[src/rtl/shift_norm_pipe.sv]
// Two-stage elastic normaliser: left-shifts an operand until its MSB (full mode)
// or top bit pair (even mode) is non-zero. Optional macro: SHIFT_NORM_PIPE_ZCNT_EN.
module shift_norm_pipe #(
  parameter int WIDTH = 24,
  parameter int SAW   = 5
) (
  input  logic             clk,
  input  logic             rst,
  input  logic             in_valid,
  output logic             in_ready,
  input  logic [WIDTH-1:0] in_a,
  input  logic             in_even,
  output logic             out_valid,
  input  logic             out_ready,
  output logic [WIDTH-1:0] out_b,
  output logic [SAW-1:0]   out_sa,
  output logic             out_zero
`ifdef SHIFT_NORM_PIPE_ZCNT_EN
  ,
  output logic [15:0]      zero_cnt
`endif
);

  localparam int LG = $clog2(WIDTH);

  typedef struct packed {
    logic [WIDTH-1:0] v;
    logic [SAW-1:0]   sa;
  } norm_t;

  // Power-of-two steps from the largest below WIDTH down to 4; all even,
  // so the same chain serves both modes.
  function automatic norm_t coarse_norm(input logic [WIDTH-1:0] a);
    norm_t r;
    r.v  = a;
    r.sa = '0;
    for (int i = LG - 1; i >= 2; i--) begin
      if ((r.v >> (WIDTH - (1 << i))) == '0) begin
        r.v  = r.v << (1 << i);
        r.sa = r.sa | (SAW'(1) << i);
      end
    end
    return r;
  endfunction

  // The 1-step only runs in full mode; a zero operand reports no shift.
  function automatic norm_t fine_norm(input logic [WIDTH-1:0] v, input logic [SAW-1:0] sa,
                                      input logic even, input logic zero);
    norm_t r;
    r.v  = v;
    r.sa = sa;
    if (r.v[WIDTH-1:WIDTH-2] == 2'b00) begin
      r.v  = r.v << 2;
      r.sa = r.sa | SAW'(2);
    end
    if (!even && !r.v[WIDTH-1]) begin
      r.v  = r.v << 1;
      r.sa = r.sa | SAW'(1);
    end
    if (zero) begin
      r.v  = '0;
      r.sa = '0;
    end
    return r;
  endfunction

  function automatic logic [15:0] sat_inc16(input logic [15:0] c);
    return (c == 16'hFFFF) ? c : c + 16'd1;
  endfunction

  logic             vld_p1, vld_p2;
  logic [WIDTH-1:0] a_p1;
  logic [SAW-1:0]   sa_p1;
  logic             even_p1, zero_p1;
  logic [WIDTH-1:0] b_p2;
  logic [SAW-1:0]   sa_p2;
  logic             zero_p2;

  logic  adv_p2, ld_p1, ld_p2;
  norm_t coarse_c, fine_c;

  assign adv_p2   = ~vld_p2 | out_ready;
  assign in_ready = ~rst & (~vld_p1 | adv_p2);
  assign ld_p1    = in_valid & in_ready;
  assign ld_p2    = adv_p2 & vld_p1;

  assign coarse_c = coarse_norm(in_a);
  assign fine_c   = fine_norm(a_p1, sa_p1, even_p1, zero_p1);

  always_ff @(posedge clk or posedge rst) begin
    if (rst) begin
      vld_p1 <= 1'b0;
      vld_p2 <= 1'b0;
    end else begin
      if (in_ready) vld_p1 <= in_valid;
      if (adv_p2)   vld_p2 <= vld_p1;
    end
  end

  // Stage 1: coarse shifts, partial shift amount, mode and zero flag
  always_ff @(posedge clk) begin
    if (ld_p1) begin
      a_p1    <= coarse_c.v;
      sa_p1   <= coarse_c.sa;
      even_p1 <= in_even;
      zero_p1 <= (in_a == '0);
    end
  end

  // Stage 2: fine shifts and final outputs, cleared by reset
  always_ff @(posedge clk or posedge rst) begin
    if (rst) begin
      b_p2    <= '0;
      sa_p2   <= '0;
      zero_p2 <= 1'b0;
    end else if (ld_p2) begin
      b_p2    <= fine_c.v;
      sa_p2   <= fine_c.sa;
      zero_p2 <= zero_p1;
    end
  end

  assign out_valid = vld_p2;
  assign out_b     = b_p2;
  assign out_sa    = sa_p2;
  assign out_zero  = zero_p2;

`ifdef SHIFT_NORM_PIPE_ZCNT_EN
  always_ff @(posedge clk or posedge rst) begin
    if (rst) begin
      zero_cnt <= '0;
    end else if (ld_p1 && (in_a == '0)) begin
      zero_cnt <= sat_inc16(zero_cnt);
    end
  end
`else
  logic [15:0] unused_sat;
  assign unused_sat = sat_inc16(16'd0);
`endif

endmodule

[config.mk]
export PLATFORM = sky130hd
export DESIGN_NAME = shift_norm_pipe
export DESIGN_NICKNAME = d
export VERILOG_FILES = /design/src/rtl/shift_norm_pipe.sv
export SDC_FILE = /design/constraint.sdc
export NUM_CORES = 1
export LEC_CHECK = 0
export BUFFER_PORTS_ARGS = -buffer_cell sky130_fd_sc_hd__buf_2
export CAP_MARGIN = 40
export CORE_ASPECT_RATIO = 1.4
export CORE_MARGIN = 4
export CORE_UTILIZATION = 35
export CTS_CLUSTER_DIAMETER = 40
export CTS_CLUSTER_SIZE = 12
export DETAILED_ROUTE_END_ITERATION = 12
export PLACE_DENSITY_LB_ADDON = 0.1
export SYNTH_ARGS = -nofsm -noshare
export SYNTH_HDL_FRONTEND = slang
export SYNTH_SLANG_ARGS = --single-unit
[constraint.sdc]
create_clock -name clk -period 4.7 [get_ports clk]
set_input_delay 0.235 -clock clk [delete_from_list [all_inputs] [get_ports clk]]
set_output_delay 0.235 -clock clk [all_outputs]
set_load 0.05 [all_outputs]
== Word-level counts from Yosys, hierarchy flattened ==
Cells that the tools add are included.

* Muxes and demuxes: 6
* Bitwise operators: 8
* Reductions and logical operators: 8

{| class="wikitable"
|+ Operator list
! kind !! count
|-
| $mux W29 || 6
|-
| $logic_not A24 Y1 || 4
|-
| $and A1 B1 Y1 || 3
|-
| $not A1 Y1 || 3
|-
| $logic_not A1 Y1 || 2
|-
| $logic_not A2 Y1 || 1
|-
| $or A1 B1 Y1 || 2
|-
| $logic_and A1 B1 Y1 || 1
|}

* Bits in registers: 63
* Input bits: 29
* Logic and storage cells: 33

== Depth between registers and ports, before layout ==
Gate-level depths: netlist of the first run.

* Depth after elaboration: 6
* Mapped depth: 7
* Mapped depth without buffers: 6

== Worst setup path before layout of the first run ==
No wires, ideal clock.

* Path kind: flip-flop to flip-flop
* From: reg vld_p2 (netlist: out_valid)
* To: reg a_p1[0] (enable)
* Setup time: 0.388 ns
* Data arrival time: 2.374 ns
* Required time: 4.312 ns
* Path slack: 1.938 ns
* Stages on the path, launching flop included: 3
* Path buffers: 0
* Path through: dfrtp_1 > a31oi_1 > and2_1

* Cells in the longest elaborated chain, start to end: 5

{| class="wikitable"
|+ RTL lines
! element !! line !! text
|-
| from (decl) || 71 || <nowiki>logic vld_p1, vld_p2;</nowiki>
|-
| from (signal assigned) || 96 || <nowiki>if (adv_p2) vld_p2 <= vld_p1;</nowiki>
|-
| $not A1 Y1 || 82 || <nowiki>assign adv_p2 = ~vld_p2 | out_ready;</nowiki>
|-
| $or A1 B1 Y1 || 82 ||
|-
| $or A1 B1 Y1 || 83 || <nowiki>assign in_ready = ~rst & (~vld_p1 | adv_p2);</nowiki>
|-
| $and A1 B1 Y1 || 83 ||
|-
| via in_ready || 10 || <nowiki>output logic in_ready,</nowiki>
|-
| $and A1 B1 Y1 || 84 || <nowiki>assign ld_p1 = in_valid & in_ready;</nowiki>
|-
| via ld_p1 || 79 || <nowiki>logic adv_p2, ld_p1, ld_p2;</nowiki>
|-
| to (signal assigned) || 103 || <nowiki>a_p1 <= coarse_c.v;</nowiki>
|-
| to (decl) || 72 || <nowiki>logic [WIDTH-1:0] a_p1;</nowiki>
|}

The timed path passes the listed nets, and every way through them passes these cells.
A chain may end at the register's enable or synchronous reset.

==> summary.md, run 1 <==
| Metric | Value |
|---|---|
| RePlAce Congestion | 0.904 |
| Max Cap Violations | 0 |
| Min cycle time layout | 2090 ps |
| Reg clk slew, reported paths | 50 ps |
| Share of layout cells above drive strength 1 | 27.2% |
| R2r startpoint | a_p1[23] |
| Final ANT Viol Nets | 0 |
| WP data required | 4770 ps |
| Post-CTS setup buffers | 0 |
| Vias | 2507 |
| Met3 usage | 4.14% |
| Area grow syn2layout | 22.8% |
| Slew margin rel. | 49.1% |
| GR peak layer | met2 |
| Worst setup path end | a_p1[17] |
| TNS Setup | 0 ps |
| Gr ovfl total | 0 |
| Antenna violations before repair | 0 |
| Max stage delay on crit path | 790 ps |
| Hold crit path type | in -> async |
| Largest net degree at the start of global routing | 40 |
| Nets | 370 |
| Cts hold-fix bufs | 0 |
| Routing usage on met2 | 25.2% |
| Worst-skew pair later-pin latency | 330 ps |
| Synth area leader | edfxtp_1 |
| Startpoint types | input pin |
| Crit end category | register |
| HPWL Detailed | 6.05 mm |
| Pwr Density | 467 nW/um2 |
| Clk_skew | 6.00 ps |
| Worst path depth | 6 |
| Pleak | 1.69 nW |
| M1 GR Usage | 20.1% |
| Reg2Reg Depth | 6 |
| Tcrit/Tclk final | 44.6% |
| Syn Inst Count | 281 |
| Worst r2r dst | out_b[4] |
| Num CTS Buffers | 9 |
| PortBufs | 60 |
| Outcome | finished with violations |
| Synth top cells by count | 37 x mux2i_1, 32 x dfrtp_1, 29 x edfxtp_1 |
| Non-Filler Instances | 453 |
| CP arrival | 2160 ps |
| Global Route Usage Sum | 16.3% |
| Hold_ws | -7.51 ps |
| Hold Vio Cnt, Final | 13 |
| Peak VDD IR | 0.380 mV |
| Critical path's top delay family | simple AND/OR/NAND/NOR gates |
| Chip height | 121 um |
| Initial DRC count | 173 |
| Slowest stage cell, crit path | or4_1 |
| Ys flop type | dfrtp_1 |
| Drt first pass iters | 4 |
| Vias in the first global route | 2617 |
| CP cell instances | buf_2 > or4_1 > or3_4 > a21oi_1 > nor2_1 > a221o_1 |
| Die footprint | 10800 um2 |
| Max Slew Vio Count | 0 |
| Ant. Diodes | 0 |
| Slew @ Worst Pin | 757 ps |
| Mapped Area | 3210 um2 |
| Total Wirelength | 8.14 mm |
| Initial core utilization | 35.8% |
| CP bufs+invs | 1 |
| Share of the synthesized area in the top cell type | 27.1% |
| Crit path max fanout | 14 |
| CTS tree | yes |
| Die width | 89.0 um |
| Post-synth EDFFs | 29 |
| Global-route wire length before repair | 13.4 mm |
| DR DRC count | 0 |
| Placed Cells | 437 |
| Count leader, synth | mux2i_1 |
| # setup viols final | 0 |
| Routed length per placed instance | 18.0 um |
| Seq/Total Area, Yosys | 52.0% |
| CTS root buffer | clkbuf_16 |
| Worst setup path class | in -> reg |
| Mean area per synthesized cell | 11.4 um2 |
| Clock buffer depth | 2 |
| CTS-repair resized insts | 0 |
| Htree depth | 3 |
| Mapped Nets | 310 |
| # clock sinks | 61 |
| Crit. Startpoint | in_a[20] |
| Post-synth cell types | 42 |
| Vias per cell | 5.53 |
| Ys Warns | 0 |
| Synth top area cells | edfxtp_1 27%, dfrtp_1 25%, mux2i_1 12% |
| RSZ-0062 raised after global routing | false |
| Failing checks | negative hold slack |
| I/O pins | 61 |
| Share of synthesized registers carrying an async set or reset | 52.5% |
| Core Rows | 41 |
| Reg-to-reg slack, setup | 2720 ps |
| Peak Freq | 477 MHz |
| Core area | 8980 um2 |
| #FFs+latches synth | 61 |
[stage by stage]
stage	utilization, %	total power [mW]	hold WS, ps	cell area [um2]	setup WS (ps)
5_1_grt	44.0	1.93	36.1	3950	2470
6_report	44.0	1.84	-7.51	3950	2610
2_1_floorplan	-	1.04	334	3210	1940
4_1_cts	44.0	1.86	4.61	3950	2640
3_3_place_gp	40.5	1.17	354	3630	2320
3_5_place_dp	40.5	1.17	358	3630	2290
[worst min-delay path by stage]
stage	from	end	slack, ps	depth (start not counted)
after floorplan	in_even	even_p1	330	0
after global placement	rst	out_valid	350	3
after detailed placement	rst	out_valid	360	3
after CTS	rst	out_valid	5	3
after global routing	rst	out_valid	40	3
final	rst	out_valid	-8	3
[registers in the layout, indices dropped and copies added, names as in the netlist]
signal / count
vld_p1: 1
a_p1: 24
sa_p1: 3
zero_p1: 1
out_sa: 5
out_zero: 1
out_valid: 1
out_b: 24
even_p1: 1
[per-layer routing]
layer  wire [um]  share of wire, %
met1        3380                41
met2        3920                48
met3         617               7.6
met4         223               2.7
met5           0                 0
[area by class of cell]
type                            instances  area [um2]
Multi-Input combinational cell        193        1440
Clock buffer                            9         225
Inverter                                8        30.0
Clock inverter                          7        90.1
Sequential cell                        61        1670
Tap cell                              107         134
Fill cell                             887        5030
Timing Repair Buffer                   68         360
[placed cells by master, fill, tap and decap left out, types with 4 or more instances in the layout]
cell       Yosys  routed
nand2_1       17      17
edfxtp_1      29      29
mux2i_1       37      37
nor4_1         6       6
and2_1         5       5
inv_1          8       8
a22o_1        24      24
nand2b_1       4       4
buf_4          0       8
a22oi_1        8       8
a21boi_0       4       4
o21ai_0        7       7
nor3_1         5       5
o21ai_1        4       4
clkbuf_16      0       9
dfrtp_1       32      32
nor2_1        15      14
a221oi_1       4       4
a222oi_1       4       4
a21oi_1       17      17
buf_2          6      60
[cells by family (layout without fill, tap and decap cells)]
family	after synthesis	after routing	synth area share, %
and+or+nand+nor	61	61	10.1
buffers and inverters	27	92	3.62
muxes	40	40	12.6
DFF	61	61	52.0
AOI/OAI and AO/OA	92	92	21.7
[report_power, final]
part | total (mW) | internal [mW] | switching, mW
clock network | 0.690 | 0.460 | 0.230
registers | 0.680 | 0.638 | 0.0415
logic | 0.475 | 0.130 | 0.344
total | 1.84 | 1.23 | 0.616
[worst reg2reg max path: cells and delay by family, from the launching register on]
| kind | cells | cell delay [ps] |
|---|---|---|
| buffers and inverters | 1 | 350 |
| multiplexers | 1 | 380 |
| AND/OR/NAND/NOR | 2 | 320 |
| AO/OA/AOI/OAI | 2 | 280 |
| flip-flops | 1 | 520 |
No activity file was read; power rests on OpenSTA's default activity.
==> run 2, diff against run 1 <==
--- a/config.mk
+++ b/config.mk
@@ -5,6 +5,7 @@
 export SDC_FILE = /design/constraint.sdc
 export NUM_CORES = 1
 export LEC_CHECK = 0
+export ABC_AREA = 1
 export BUFFER_PORTS_ARGS = -buffer_cell sky130_fd_sc_hd__buf_2
 export CAP_MARGIN = 40
 export CORE_ASPECT_RATIO = 1.4
==> constraint.sdc (replaced) <==
create_clock -name clk -period 1.9 [get_ports clk]
set_input_delay 0.095 -clock clk [delete_from_list [all_inputs] [get_ports clk]]
set_output_delay 0.095 -clock clk [all_outputs]
set_load 0.05 [all_outputs]
==> run 2 against run 1 <==
  * The flow now finishes without violations
  * Global-route usage down 1.4 points
  * Sequential share of layout area down 5.6 points
  * Synthesized area up 7.7%
  * Worst hold slack better by 36 ps
  * Combinational power rose to 2.8 times the previous value
  * Clock power up 150%
  * Synthesized cell count up 59%
  * Register-to-register slack worse by 2500 ps
  * Wire length up 0.31%
==> summary.md, run 2 <==
| Metric | Value |
|---|---|
| Reg clk slew, reported paths | 50 ps |
| Commonest non-fill, non-tap cell in the layout | nand2_1 |
| Pleak | 2.29 nW |
| Syn Inst Count | 446 |
| Most frequent cells in the layout | 128 x nand2_1, 60 x buf_2, 55 x nor2_1 |
| Mapped Area | 3460 um2 |
| Share of synthesized registers carrying an async set or reset | 52.5% |
| Crit end category | register |
| Nets | 573 |
| #FFs+latches synth | 61 |
| Tcrit/Tclk final | 92.1% |
| Max stage delay on crit path | 230 ps |
| DR DRC count | 0 |
| Chip height | 126 um |
| Clk_skew | 5.46 ps |
| Reg area | 1670 um2 |
| Ant. Diodes | 0 |
| R2r startpoint | out_valid |
| Global Route Usage Sum | 15.0% |
| CTS root buffer | clkbuf_16 |
| Max Slew Vio Count | 0 |
| Die width | 92.1 um |
| HPWL Detailed | 6.56 mm |
| Clock buffer depth | 2 |
| Htree depth | 3 |
| Post-synth cell types | 29 |
| Ys Warns | 0 |
| Share of the synthesized area in the top cell type | 25.2% |
| PortBufs | 60 |
| Synth top cells by count | 129 x nand2_1, 57 x nor2_1, 53 x inv_1 |
| Slew margin rel. | 48.4% |
| Core Rows | 42 |
| I/O pins | 61 |
| # setup viols final | 0 |
| Initial DRC count | 105 |
| Drt first pass iters | 4 |
| Crit. Startpoint | in_a[19] |
| Antenna violations before repair | 0 |
| Gr ovfl total | 0 |
| Peak VDD IR | 0.441 mV |
| Final ANT Viol Nets | 0 |
| Worst r2r dst | a_p1[0] |
| # clock sinks | 61 |
| Reg2Reg Depth | 5 |
| Hold Vio Cnt, Final | 0 |
| Pwr Density | 1040 nW/um2 |
| Seq/Total Area, Yosys | 48.3% |
| Crit path max fanout | 8 |
| Hold crit path type | in -> reg |
| Worst setup path class | in -> reg |
| TNS Setup | 0 ps |
| Mean area per synthesized cell | 7.76 um2 |
| Slowest stage cell, crit path | nor2_4 |
| Dpl ws | -206 ps |
| Vias per cell | 4.57 |
| CP cell instances | buf_2 > nor2_1 > nand2_1 > nor2_4 > nand3_1 > nand2_1 > nand2_1 > nor2_4 > nand3_1 > nand2_2 > nor2_4 > buf_12 > buf_4 > nand3_1 > nand2_1 |
| Max Cap Violations | 0 |
| Initial core utilization | 36.2% |
| Reg-to-reg slack, setup | 220 ps |
| Mapped Nets | 475 |
| Synth top area cells | edfxtp_1 25%, dfrtp_1 23%, nand2_1 14% |
| Share of layout cells above drive strength 1 | 26.0% |
| Global-route wire length before repair | 14.0 mm |
| Worst-skew pair later-pin latency | 330 ps |
| Vias in the first global route | 3103 |
| Peak Freq | 572 MHz |
| Count leader, synth | nand2_1 |
| Slew @ Worst Pin | 772 ps |
| Die footprint | 11600 um2 |
| Fillers | 975 |
| RSZ-0062 raised after global routing | true |
| Worst setup path end | a_p1[20] |
| Synth area leader | edfxtp_1 |
| CTS tree | yes |
| Total Wirelength | 8.16 mm |
| CP most frequent cell | nand2_1 |
| Largest net degree at the start of global routing | 36 |
| Ys flop type | dfrtp_1 |
| Area grow syn2layout | 31.4% |
| Final WS setup | 151 ps |
| Finished Core Util | 47.6% |
| Num CTS Buffers | 9 |
| Core area | 9560 um2 |
| Area of the multi-input gates | 1490 um2 |
| Outcome | finished clean |
| RePlAce Congestion | 0.859 |
| CP arrival | 1830 ps |
| Vias | 3109 |
| Routed length per placed instance | 12.0 um |
| WP data required | 1980 ps |
| Min cycle time layout | 1750 ps |
| Post-synth EDFFs | 29 |
| Startpoint types | input pin |
==> run 2: cell count changes in the layout (fill, tap and decap cells not counted), sizes merged, moves of 7 or more <==
cell	change
nor4	-7
o31ai	+14
nand3	+31
a22o	-21
nor2	+48
inv	+45
buf	+38
a21oi	-15
mux2i	-36
a22oi	-8
nand2	+121
o21ai	+33
==> run 2: how the worst min path moves through the flow <==
| stage | startpoint | endpoint | cells past startpoint | slack, ps |
|---|---|---|---|---|
| 2_1_floorplan | rst | out_b[0] | 1 | 30 |
| 3_3_place_gp | rst | out_zero | 3 | 240 |
| 3_5_place_dp | rst | out_zero | 3 | 250 |
| 4_1_cts | out_ready | out_valid | 4 | 10 |
| 5_1_grt | out_ready | out_valid | 4 | 40 |
| 6_report | out_ready | out_valid | 4 | 30 |
==> run 2: final cells by class <==
type,instances,share of cell area [%]
repair buffers,108,15.3
multi-input cells,310,32.8
well taps,132,3.63
inverters,54,4.59
clock inverters,5,1.62
flip-flops and latches,61,36.8
clock buffers,11,5.34
==> run 2: timing repair <==
item	CTS	global route
hold buffers	2	0
buffers inserted	0	1
hold endpoints to repair	33	0
gates resized for setup	0	4
setup endpoints to repair	0	23
==> run 2: kinds of logic (layout without fill, tap and decap cells) <==
group                  count (synthesis)  in the layout  share of synthesized area (%)
AND/OR/NAND/NOR                      236            236                           29.5
buffers and inverters                 75            178                           9.25
AO/OA/AOI/OAI                         73             73                           12.6
multiplexers                           1              1                          0.289
flip-flops                            61             61                           48.3
==> run 2: metrics by stage <==
| stage | hold WS (ps) | power [mW] | std cells | area (um2) |
|---|---|---|---|---|
| after detailed placement | 250 | 3.06 | 662 | 4170 |
| after global routing | 40.1 | 4.98 | 681 | 4550 |
| after floorplan | 26.3 | 2.68 | 446 | 3470 |
| after global placement | 242 | 3.06 | 662 | 4170 |
| after CTS | 13.8 | 4.79 | 680 | 4510 |
| final | 29.0 | 4.74 | 681 | 4550 |
==> run 2: report_power, final <==
| part | switching [mW] | leakage, nW | internal, mW |
|---|---|---|---|
| Combinational | 0.988 | 1.46 | 0.356 |
| Sequential | 0.0959 | 0.682 | 1.59 |
| Clock | 0.535 | 0.157 | 1.17 |
==> run 2: critical path: cells and delay by family <==
| kind | cells | cell delay [ps] |
|---|---|---|
| simple gates | 12 | 1360 |
| buf+inv | 3 | 380 |
==> run 2: layer usage <==
metal  track usage [%]  part of all wire (%)
met4              7.17                   2.7
met2              26.5                    51
met5                 0                     0
met3              3.16                   4.2
met1              16.9                    42
